--- src/rtl/nes_pad_reader_pkg.sv ---
// rtl/nes_pad_reader_pkg.sv - shared types and constants for the NES pad reader
// Purpose: FSM state encoding, button bit positions and the button count.
// Ports  : none (package).
package nes_pkg;

  typedef enum logic [1:0] {
    IDLE  = 2'd0,
    LATCH = 2'd1,
    SHIFT = 2'd2,
    DONE  = 2'd3
  } nes_state_t;

  localparam int NES_BITS = 8;

  localparam int BTN_A      = 0;
  localparam int BTN_B      = 1;
  localparam int BTN_SELECT = 2;
  localparam int BTN_START  = 3;
  localparam int BTN_UP     = 4;
  localparam int BTN_DOWN   = 5;
  localparam int BTN_LEFT   = 6;
  localparam int BTN_RIGHT  = 7;

endpackage

--- src/rtl/nes_pad_reader_if.sv ---
// rtl/nes_pad_reader_if.sv - request/result and pad-pin bundle for the NES pad reader
// Purpose: groups the host request/result signals and the pad pins.
// Ports  : start, nes_data (into the reader); nes_latch, nes_clk, buttons,
//          valid, busy (out of the reader). slave = reader, master = host/pad side.
interface nes_pad_reader_if;
  import nes_pkg::*;

  logic                start;
  logic                nes_data;
  logic                nes_latch;
  logic                nes_clk;
  logic [NES_BITS-1:0] buttons;
  logic                valid;
  logic                busy;

  modport slave (
    input  start,
    input  nes_data,
    output nes_latch,
    output nes_clk,
    output buttons,
    output valid,
    output busy
  );

  modport master (
    output start,
    output nes_data,
    input  nes_latch,
    input  nes_clk,
    input  buttons,
    input  valid,
    input  busy
  );

endinterface

--- src/rtl/nes_pad_reader_phase_counter.sv ---
// rtl/nes_pad_reader_phase_counter.sv - phase counter for pad latch/clock timing
// Purpose: counts p = 0..2H-1 and wraps; flags the mid-period and end-of-period cycles.
// Ports  : clk, reset (async, active-low), clear (hold p at 0),
//          p (phase), half_tick (p == H-1), end_tick (p == 2H-1).
module nes_phase_counter #(
  parameter  int H  = 6,
  localparam int PW = $clog2(2 * H)
) (
  input  logic          clk,
  input  logic          reset,
  input  logic          clear,
  output logic [PW-1:0] p,
  output logic          half_tick,
  output logic          end_tick
);

  assign half_tick = (p == PW'(H - 1));
  assign end_tick  = (p == PW'(2 * H - 1));

  always_ff @(posedge clk or negedge reset) begin
    if (!reset) begin
      p <= '0;
    end else if (clear || end_tick) begin
      p <= '0;
    end else begin
      p <= p + 1'b1;
    end
  end

endmodule

--- src/rtl/nes_pad_reader.sv ---
// rtl/nes_pad_reader.sv - reads one NES controller (4021) per start request
// Purpose: drives latch and shift clock, shifts in 8 active-low bits LSB first,
//          presents them active-high on buttons with a one-cycle valid strobe.
// Ports  : clk, reset (async, active-low), pad (nes_pad_reader_if.slave):
//          start in, nes_data in (async), nes_latch/nes_clk/buttons/valid/busy out.
module nes_pad_reader
  import nes_pkg::*;
#(
  parameter int HALF_PERIOD = 6
) (
  input  logic                  clk,
  input  logic                  reset,
  nes_pad_reader_if.slave       pad
);

  localparam int PW = $clog2(2 * HALF_PERIOD);
  localparam int KW = $clog2(NES_BITS);

  nes_state_t          state, state_nxt;
  logic [PW-1:0]       p;
  logic                half_tick, end_tick;
  logic [KW-1:0]       k;
  logic [NES_BITS-1:0] shift_reg;
  logic                sync1, sync2;
  logic                latch_d, clk_d, valid_d, busy_d;
  logic                last_slot;

  assign last_slot = (k == KW'(NES_BITS - 1));

  nes_phase_counter #(.H(HALF_PERIOD)) u_phase (
    .clk       (clk),
    .reset     (reset),
    .clear     (state == IDLE || state == DONE),
    .p         (p),
    .half_tick (half_tick),
    .end_tick  (end_tick)
  );

  // Two-flop synchronizer for the asynchronous pad data line.
  always_ff @(posedge clk or negedge reset) begin
    if (!reset) begin
      sync1 <= 1'b1;
      sync2 <= 1'b1;
    end else begin
      sync1 <= pad.nes_data;
      sync2 <= sync1;
    end
  end

  // FSM: state register.
  always_ff @(posedge clk or negedge reset) begin
    if (!reset) state <= IDLE;
    else        state <= state_nxt;
  end

  // FSM: next state.
  always_comb begin
    state_nxt = state;
    unique case (state)
      IDLE:  if (pad.start)             state_nxt = LATCH;
      LATCH: if (end_tick)              state_nxt = SHIFT;
      SHIFT: if (end_tick && last_slot) state_nxt = DONE;
      DONE:                             state_nxt = IDLE;
      default:                          state_nxt = IDLE;
    endcase
  end

  // FSM: outputs, registered below so every pad pin is glitch-free.
  // The last slot has no rising edge: the 4021 already presents bit 7 after 7 shifts.
  always_comb begin
    latch_d = (state == LATCH);
    clk_d   = (state == SHIFT) && (p >= PW'(HALF_PERIOD)) && !last_slot;
    valid_d = (state == DONE);
    busy_d  = (state != IDLE);
  end

  always_ff @(posedge clk or negedge reset) begin
    if (!reset) begin
      pad.nes_latch <= 1'b0;
      pad.nes_clk   <= 1'b0;
      pad.valid     <= 1'b0;
      pad.busy      <= 1'b0;
    end else begin
      pad.nes_latch <= latch_d;
      pad.nes_clk   <= clk_d;
      pad.valid     <= valid_d;
      pad.busy      <= busy_d;
    end
  end

  // Slot index: advances once per full pad-clock period while shifting.
  always_ff @(posedge clk or negedge reset) begin
    if (!reset) begin
      k <= '0;
    end else if (state != SHIFT) begin
      k <= '0;
    end else if (end_tick) begin
      k <= k + 1'b1;
    end
  end

  // Sample at the end of the low half, well after the previous rising edge
  // has settled through the synchronizer; invert the active-low line.
  always_ff @(posedge clk or negedge reset) begin
    if (!reset) begin
      shift_reg <= '0;
    end else if (state == SHIFT && half_tick) begin
      shift_reg[k] <= ~sync2;
    end
  end

  always_ff @(posedge clk or negedge reset) begin
    if (!reset) begin
      pad.buttons <= '0;
    end else if (state == DONE) begin
      pad.buttons <= shift_reg;
    end
  end

endmodule

--- src/flat_wrapper.sv ---
// flat-port wrapper written by rule: the top's interface ports become plain ports
module nes_pad_reader_flat import nes_pkg::*;
#(
  parameter int HALF_PERIOD = 6
)
  (clk, reset, pad_start, pad_nes_data, pad_nes_latch, pad_nes_clk, pad_buttons, pad_valid, pad_busy);
  nes_pad_reader_if pad_i ();
  input  logic clk;
  input  logic reset;
  input wire logic [$bits(pad_i.start)-1:0] pad_start;
  input wire logic [$bits(pad_i.nes_data)-1:0] pad_nes_data;
  output wire logic [$bits(pad_i.nes_latch)-1:0] pad_nes_latch;
  output wire logic [$bits(pad_i.nes_clk)-1:0] pad_nes_clk;
  output wire logic [$bits(pad_i.buttons)-1:0] pad_buttons;
  output wire logic [$bits(pad_i.valid)-1:0] pad_valid;
  output wire logic [$bits(pad_i.busy)-1:0] pad_busy;
  assign pad_i.start = pad_start;
  assign pad_i.nes_data = pad_nes_data;
  assign pad_nes_latch = pad_i.nes_latch;
  assign pad_nes_clk = pad_i.nes_clk;
  assign pad_buttons = pad_i.buttons;
  assign pad_valid = pad_i.valid;
  assign pad_busy = pad_i.busy;
  nes_pad_reader #(.HALF_PERIOD(HALF_PERIOD)) u_core (.clk(clk), .reset(reset), .pad(pad_i));
endmodule
--- config.mk ---
export PLATFORM = sky130hd
export DESIGN_NAME = nes_pad_reader_flat
export DESIGN_NICKNAME = d
export VERILOG_FILES = /design/src/rtl/nes_pad_reader_pkg.sv /design/src/rtl/nes_pad_reader_if.sv /design/src/rtl/nes_pad_reader_phase_counter.sv /design/src/rtl/nes_pad_reader.sv /design/src/flat_wrapper.sv
export SDC_FILE = /design/constraint.sdc
export NUM_CORES = 1
export LEC_CHECK = 0
export CAP_MARGIN = 20
export CORE_UTILIZATION = 47
export DETAILED_ROUTE_END_ITERATION = 8
export PLACE_DENSITY = 0.66
export SLEW_MARGIN = 20
export SYNTH_ARGS = -nofsm -noshare
export SYNTH_HDL_FRONTEND = slang
export SYNTH_SLANG_ARGS = --single-unit
--- constraint.sdc ---
create_clock -name clk -period 1.9 [get_ports clk]
set_input_delay 0.19 -clock clk [delete_from_list [all_inputs] [get_ports clk]]
set_output_delay 0.19 -clock clk [all_outputs]
set_load 0.02 [all_outputs]
### Word level (Yosys, flattened, before mapping)

Cells that the tools add are included.
W data, S select, Z words.

* $add $sub $neg: 2
* reduce and logical (&&, ||, !) cells: 12
* bitwise operators: 1
* eq/ne operators: 10
* magnitude comparators: 3
* multiplexer cells: 10

Operators with widths (count)
* $bwmux W8: 1
* $pmux W2 S4: 1
* $mux W2: 3
* $mux W3: 2
* $logic_and A1 B1 Y1: 5
* $add A4 B1 Y4 const B: 1
* $eq A2 B2 Y1 const B: 2
* $eq A4 B3 Y1 const B: 1
* $eq A4 B4 Y1 const B: 1
* $ge A4 B3 Y1 const B: 1
* $lt A3 B4 Y1 const B: 1
* $mux W4: 1
* $ne A2 B1 Y1 const B: 2
* $ne A2 B2 Y1 const B: 2
* $reduce_bool A2 Y1: 2
* $add A3 B1 Y3 const B: 1
* $demux W1 S3: 1
* $eq A3 B3 Y1 const B: 1
* $ge A3 B1 Y1 const B: 1
* $reduce_and A3 Y1: 1
* $eq A2 B1 Y1 const B: 1
* $logic_not A2 Y1: 1
* $logic_or A1 B1 Y1: 2
* $logic_not A1 Y1: 1
* 2 further kinds: 2

* input bits: 4
* register bits: 31
* word-level logic and storage cells: 49
* output and inout port bits: 12

### Longest topological paths before layout

Gate-level depths: netlist (run 1).

* word-level depth: 5
* depth in mapped cells: 7
* gate-level depth less buffers: 5

### Modules after synthesis

From an unflattened synthesis (run 1), not the netlist that was laid out.

* cell total of the unflattened synthesis: 106
* area, all modules: 1375.1 µm²

Modules (own cells, without submodules)
* nes_pad_reader: area each 1163.6 µm², cells an instance 85, seq. area each 678.2 µm², times used 1
* nes_phase_counter: area each 211.5 µm², cells an instance 21, seq. area each 100.1 µm², times used 1

### Worst setup path after synthesis (run 1)

OpenSTA, ideal clock, no wires.

* kind: register to register
* start: reg u_core.state[0]
* end: reg u_core.state[1]
* period minus slack after synthesis: 1718 ps
* path slack: 182 ps
* cell stages (with the launch flop): 7
* data required time: 1775 ps
* setup time: 125 ps
* data arrival time: 1593 ps
* buffers on the path: 1
* path through: dfrtp_1 > inv_1 > ha_1 > buf_6 > or2_0 > a221o_1 > mux2_4

* cells in the longest elaborated chain, start to end: 3
* elaborated cells between the ends (all ways): 9
* classes of those cells: 6 x eq/ne; 1 x mux; 2 x reduce/logical

RTL lines
* start, declared: line nes_pad_reader.sv:19 `nes_state_t state, state_nxt;`
* start signal, assigned: line nes_pad_reader.sv:53 `else state <= state_nxt;`
* $eq A2 B1 Y1, or another cell as far along: line nes_pad_reader.sv:59 `unique case (state)`
* $ne A2 B1 Y1 (no line) or $ne A2 B2 Y1 (tied branches)
* $reduce_and A3 Y1 (no line)

Parallel ways exist; a longest one is shown, timed or not.
A chain may end at the register's enable or synchronous reset.

### Worst setup path after layout (run 1)

Same ends and word-level chain as after synthesis.

==> impl_results.md, run 1 <==
- Status: finished with violations
- Failing checks: DRC
- Max-cap violations: 0
- Post-layout nets: 148
- Core area: 0.00281 sq mm
- Max IR drop VDD: 0.000756 V
- Power per cell area: 1120 mW/mm^2
- Min cycle time layout: 1.71 ns
- Initial Util: 0.504
- Port Buf Inserts: 15
- Post-synthesis to final-layout area growth: 18.9%
- Largest net degree at the start of global routing: 32
- Most frequent cells in the layout: dfrtp_1 (29), clkdlybuf4s50_1 (15), ha_1 (10), mux2_2 (8), o31ai_1 (8)
- Routed Antenna Nets: 0
- RSZ-0062 raised after global routing: false
- # setup viols final: 0
- Lkg Pwr: 0.839 nW
- Final hold slack: 0.230 ns
- Max-slew violation count: 0
- Post-CTS setup buffer count: 0
- Violation count after the first detailed-route iteration: 27
- Met3 routed WL: 107 um
- Crit end category: flop
- First-pass GRT wire length: 4110 um
- Async S/R FF share, synth: 1.00
- Critical path class: reg -> reg
- Dpl hpwl: 1620 um
- Clk sinks: 31
- # diodes: 0
- Synthesized net count: 126
- Max layer used: met4
- Wl on met1: 1030 um
- Worst Clk Skew: 0.00615 ns
- CTS Root Cell: clkbuf_4
- Mapped Avg Cell Area: 12.6 sq um
- Fmax: 584 MHz
- Area post-placement: 0.00161 sq mm
- Number of flops mapped to enable cells by yosys: 0
- GRT Total Usage: 0.174
- Worst Tran Pin Value: 0.421 ns
- Final GP Congestion: 0.702
- FF-to-FF Start: u_core.state[0]$_DFFE_PN0P_
- FF-to-FF End: u_core.state[1]$_DFFE_PN0P_
- Overflow after GRT: 0
- Hold_buf cts: 0
- Rel. slew slack: 0.712
- Metal2 WL: 1100 um
- #FFs+latches synth: 31
- Drt via density: 5.50
- Seq/Total Area, Yosys: 0.550
- Commonest non-fill, non-tap cell in the layout: dfrtp_1
- Die area: 0.00323 sq mm
- Post-cts resize count: 0
- CTS tree: built
- Vias in the first global route: 924
- Htree depth: 2
- Row count: 19
- Pre-antenna DRT Iters: 6
- Synth warn: 0
- Average routed wire per standard cell: 13.8 um
- Mapped Cells: 112
- TritonCTS Buffers: 5
- Setup TNS: 0 ns
- Initial antenna violation count: 0
- Req. time, crit path: 2.12 ns
- Post-route design area: 0.00168 sq mm
- DR vias: 913
- Worst EP arrival: 1.94 ns
- IO Count: 16
- Ys flop type: dfrtp_1
- Final hold vios: 0
- Min-Delay Path Class: in -> async
- Clock slew seen by the registers of the worst setup and hold paths: 0.09 ns
- DRC: 2
- Post-Synthesis Cell Area: 0.00142 sq mm
- R2R depth: 5
- Final worst path period share: 0.901
- Crit-path max FO: 4
- Clk_lat worst skew: 0.33 ns
- Die outline height: 56.9 um
- Synth cell types: 35
- Flop2flop setup slack: 0.19 ns
- Clock Path Buffers: 2
- Share of cells above drive strength 1: 0.178
- Chip Width: 56.9 um
- Final wirelength: 2290 um
- Setup crit start kind: flop
## layer usage
| metal | vias up | track usage |
|---|---|---|
| li1 | 442 | - |
| met1 | 450 | 0.185 |
| met2 | 14 | 0.298 |
| met3 | 7 | 0.0714 |
| met4 | 0 | 0.0836 |
| met5 | - | 0 |
## report_power, final
group	switching, mW	internal, mW
Combinational	0.303	0.302
Sequential	0.0752	0.760
Clock	0.219	0.218
Total	0.597	1.28
## metrics by stage
stage                     setup WS, ns  utilization  instances  power [mW]
after global routing             0.103        0.600        166        2.00
after detailed placement         0.196        0.575        158        1.47
after CTS                        0.180        0.600        166        1.90
final                            0.188        0.600        166        1.88
after global placement           0.276        0.575        158        1.43
after floorplan                  0.182            -        112        1.28
## worst max path at each step
stage / from / end / slack (ns) / depth (start not counted)
2_1_floorplan: u_core.state[0]$_DFFE_PN0P_ / u_core.state[1]$_DFFE_PN0P_ / 0.18 / 6
3_3_place_gp: u_core.state[0]$_DFFE_PN0P_ / u_core.state[1]$_DFFE_PN0P_ / 0.28 / 5
3_5_place_dp: u_core.state[0]$_DFFE_PN0P_ / u_core.state[1]$_DFFE_PN0P_ / 0.20 / 5
4_1_cts: u_core.state[0]$_DFFE_PN0P_ / u_core.state[1]$_DFFE_PN0P_ / 0.18 / 5
5_1_grt: u_core.state[0]$_DFFE_PN0P_ / u_core.state[1]$_DFFE_PN0P_ / 0.10 / 5
6_report: u_core.state[0]$_DFFE_PN0P_ / u_core.state[1]$_DFFE_PN0P_ / 0.19 / 5
## Yosys cell counts, types with 2 or more instances
| library cell | instances | share of area |
|---|---|---|
| clkbuf_1 | 2 | 0.0053 |
| dfrtp_1 | 29 | 0.51 |
| dfstp_2 | 2 | 0.037 |
| ha_1 | 10 | 0.088 |
| inv_1 | 6 | 0.016 |
| mux2_2 | 8 | 0.064 |
| mux2i_1 | 3 | 0.021 |
| nand2_1 | 2 | 0.0053 |
| nand3_1 | 2 | 0.0071 |
| nand3b_1 | 2 | 0.011 |
| nor2_1 | 4 | 0.011 |
| nor2b_1 | 4 | 0.018 |
| o21a_1 | 2 | 0.011 |
| o21ai_0 | 2 | 0.0071 |
| o21ai_1 | 5 | 0.018 |
| o31ai_1 | 8 | 0.042 |
| or3b_1 | 3 | 0.019 |
## layout make-up
cell class                      instances  area, sq um
Inverter                                6         22.5
Multi-Input combinational cell         70          587
Sequential cell                        31          778
Clock buffer                            8         68.8
Fill cell                             230         1120
Timing Repair Buffer                   20          188
Tap cell                               31         38.8
## cells by family (layout without fill, tap and decap cells)
group                      count (synthesis)  after routing  synth area share
and+or+nand+nor                           25             25             0.116
DFF                                       31             31             0.550
adders and majority gates                 10             10            0.0884
buffers and inverters                     11             34            0.0354
AOI/OAI and AO/OA                         22             22             0.109
muxes                                     12             12            0.0955
xor gates and xnor gates                   1              1           0.00619
## critical path, cell delays in order (launching register included)
cell and delay [ns]:
dfrtp_1 0.40, inv_1 0.10, ha_1 0.22, or2_0 0.22, a221o_1 0.36, mux2_4 0.31
(Power assumes the default switching activity.)
==> inputs of run 2 (changes only) <==
SETUP_SLACK_MARGIN = 0.02   (was default)
==> results of run 2 <==
Final layout, timing and power as in run 1 (identical DEF).
==> inputs of run 3 (changes only) <==
CORE_MARGIN = 2   (was default)
PLACE_DENSITY = 0.68   (was 0.66)
clock period = 1.38 ns   (was 1.9 ns; I/O delays follow)
==> impl_results.md, run 3 (synthesized netlist as in run 1, its figures left out) <==
- Status: finished with violations
- Failing checks: DRC, setup timing
- Die area: 0.00347 sq mm (+7.2%)
- Lkg Pwr: 1.00 nW (+20%)
- Tot Pwr: 2.97 mW (+58%)
- DRC: 1 (-1)
- Final hold vios: 0 (unchanged)
- Share of cells above drive strength 1: 0.392 (+0.214)
- Htree depth: 2 (unchanged)
- Max IR drop VDD: 0.00107 V (+41%)
- Flop2flop setup slack: -0.27 ns (-0.46 ns)
- Crit-path max FO: 2 (-2)
- Final GP Congestion: 0.783 (+11%)
- Critical-path cell list: buf_6, ha_4, or2_0, a221o_1, mux2_4
- Initial Util: 0.504 (unchanged)
- Worst Clk Skew: 0.00418 ns (-0.00197 ns)
- Power per cell area: 1540 mW/mm^2 (+38%)
- Vias in the first global route: 998 (+8.0%)
- First-pass GRT wire length: 4420 um (+7.7%)
- CTS Root Cell: clkbuf_4
- Commonest non-fill, non-tap cell in the layout: dfrtp_1
- Fmax: 606 MHz (+3.8%)
- TritonCTS Buffers: 5 (unchanged)
- Chip Width: 58.9 um (+3.5%)
- Worst Tran Pin Value: 0.225 ns (-0.196 ns)
- Core area: 0.00281 sq mm (unchanged)
- Req. time, crit path: 1.59 ns (-0.53 ns)
- Clock Path Buffers: 2 (unchanged)
- Initial antenna violation count: 0 (unchanged)
- Drt via density: 5.30 (-3.7%)
- Clk sinks: 31 (unchanged)
- Violation count after the first detailed-route iteration: 19 (-30%)
- Port Buf Inserts: 15 (unchanged)
- Dpl hpwl: 1710 um (+5.1%)
- Pre-CTS setup slack: -0.292 ns (-0.489 ns)
- Bufs and invs on worst path: 1 (unchanged)
- Overflow after GRT: 0 (unchanged)
- Max-cap violations: 0 (unchanged)
- # setup viols final: 10 (+10)
- Max-slew violation count: 0 (unchanged)
- GRT Total Usage: 0.173 (-0.000806)
- Die outline height: 58.9 um (+3.5%)
- CTS tree: built
- CP peak stage delay: 0.41 ns (about the same)
- Final worst path period share: 1.20 (+0.295)
- Worst EP arrival: 1.86 ns (-0.08 ns)
- Clock slew seen by the registers of the worst setup and hold paths: 0.09 ns (about the same)
- Critical path class: reg -> reg
- IO Count: 16 (unchanged)
- Most frequent cells in the layout: dfrtp_1 (29), buf_4 (17), dlygate4sd2_1 (12)
- Rel. slew slack: 0.848 (+0.136)
- Fillers: 217 (-5.7%)
- RSZ-0062 raised after global routing: true
- Slowest CP cell: dfrtp_1
- Largest delay contributor family on the critical path: flip-flops
- Routed Antenna Nets: 0 (unchanged)
- DR vias: 975 (+6.8%)
- Setup TNS: -1.08 ns (-1.08 ns)
- Row count: 19 (unchanged)
- Post-synthesis to final-layout area growth: 36.3%
- Min cycle time layout: 1.65 ns (-0.0621 ns)
- Post-layout nets: 166 (+12%)
- Clk_lat worst skew: 0.32 ns (about the same)
- Largest net degree at the start of global routing: 32 (unchanged)
- Final wirelength: 2450 um (+7.0%)
- Average routed wire per standard cell: 13.3 um (-3.5%)
- Min-Delay Path Class: in -> async
- Setup crit start kind: flop
- # diodes: 0 (unchanged)
- Pre-antenna DRT Iters: 6 (unchanged)
- Final worst-path setup slack: -0.270 ns (-0.458 ns)
- Crit end category: flop
run 3: cell count changes in the layout (fill, tap and decap cells not counted), sizes merged:
cell,before,now
dlygate4sd2,0,12
clkbuf,8,5
buf,5,23
clkdlybuf4s50,15,3
clkinv,0,3
run 3: final timing paths:
check,start,end,cells after the start
min in group clk,pad_nes_data,u_core.sync1$_DFF_PN1_,1
worst max-delay path,u_core.state[1]$_DFFE_PN0P_,u_core.state[1]$_DFFE_PN0P_,5
max in group asynchronous,reset,u_core.sync2$_DFF_PN1_,2
worst min register to register,u_core.sync1$_DFF_PN1_,u_core.sync2$_DFF_PN1_,0
worst min-delay path,reset,u_core.pad.buttons[0]$_DFFE_PN0P_,2
worst max register to register,u_core.state[1]$_DFFE_PN0P_,u_core.state[1]$_DFFE_PN0P_,5
run 3: cell type report:
class | instances | area [sq um] | share of cell area
tap | 31 | 38.8 | 0.0201
sequential | 31 | 778 | 0.403
clock buffer | 5 | 37.5 | 0.0195
multi-input combinational | 70 | 698 | 0.362
timing repair buffer | 38 | 339 | 0.176
inverter | 6 | 22.5 | 0.0117
clock inverter | 3 | 15.0 | 0.00778
run 3: stage by stage:
step                hold WS, ns  std cells  area (sq um)  utilization
finish                    0.170        184          1930        0.688
global route              0.178        184          1930        0.688
CTS                       0.159        185          1920        0.685
detailed placement        0.348        172          1760        0.626
global placement          0.347        172          1760        0.626
floorplan                -0.158        112          1430            -
run 3: per-layer routing:
layer | part of all wire | vias up | routed length, um | global-route usage
met4 | 0.012 | 0 | 29 | 0.0714
met3 | 0.034 | 5 | 84 | 0.0440
met1 | 0.47 | 470 | 1150 | 0.223
li1 | - | 485 | - | -
met2 | 0.48 | 15 | 1180 | 0.278
met5 | 0 | - | 0 | 0
run 3: power breakdown:
| group | switching, mW | internal (mW) | leakage (nW) |
|---|---|---|---|
| combinational | 0.626 | 0.734 | 0.555 |
| clock | 0.294 | 0.189 | 0.0347 |
| sequential | 0.0749 | 1.05 | 0.414 |
| total | 0.994 | 1.97 | 1.00 |
run 3: what timing repair did:
action	4_1_cts	5_1_grt
buffers inserted	4	0
resized for setup	35	5
setup endpoints to repair	22	18
gates cloned	1	0
hold buffers	0	0
pin swaps	8	2
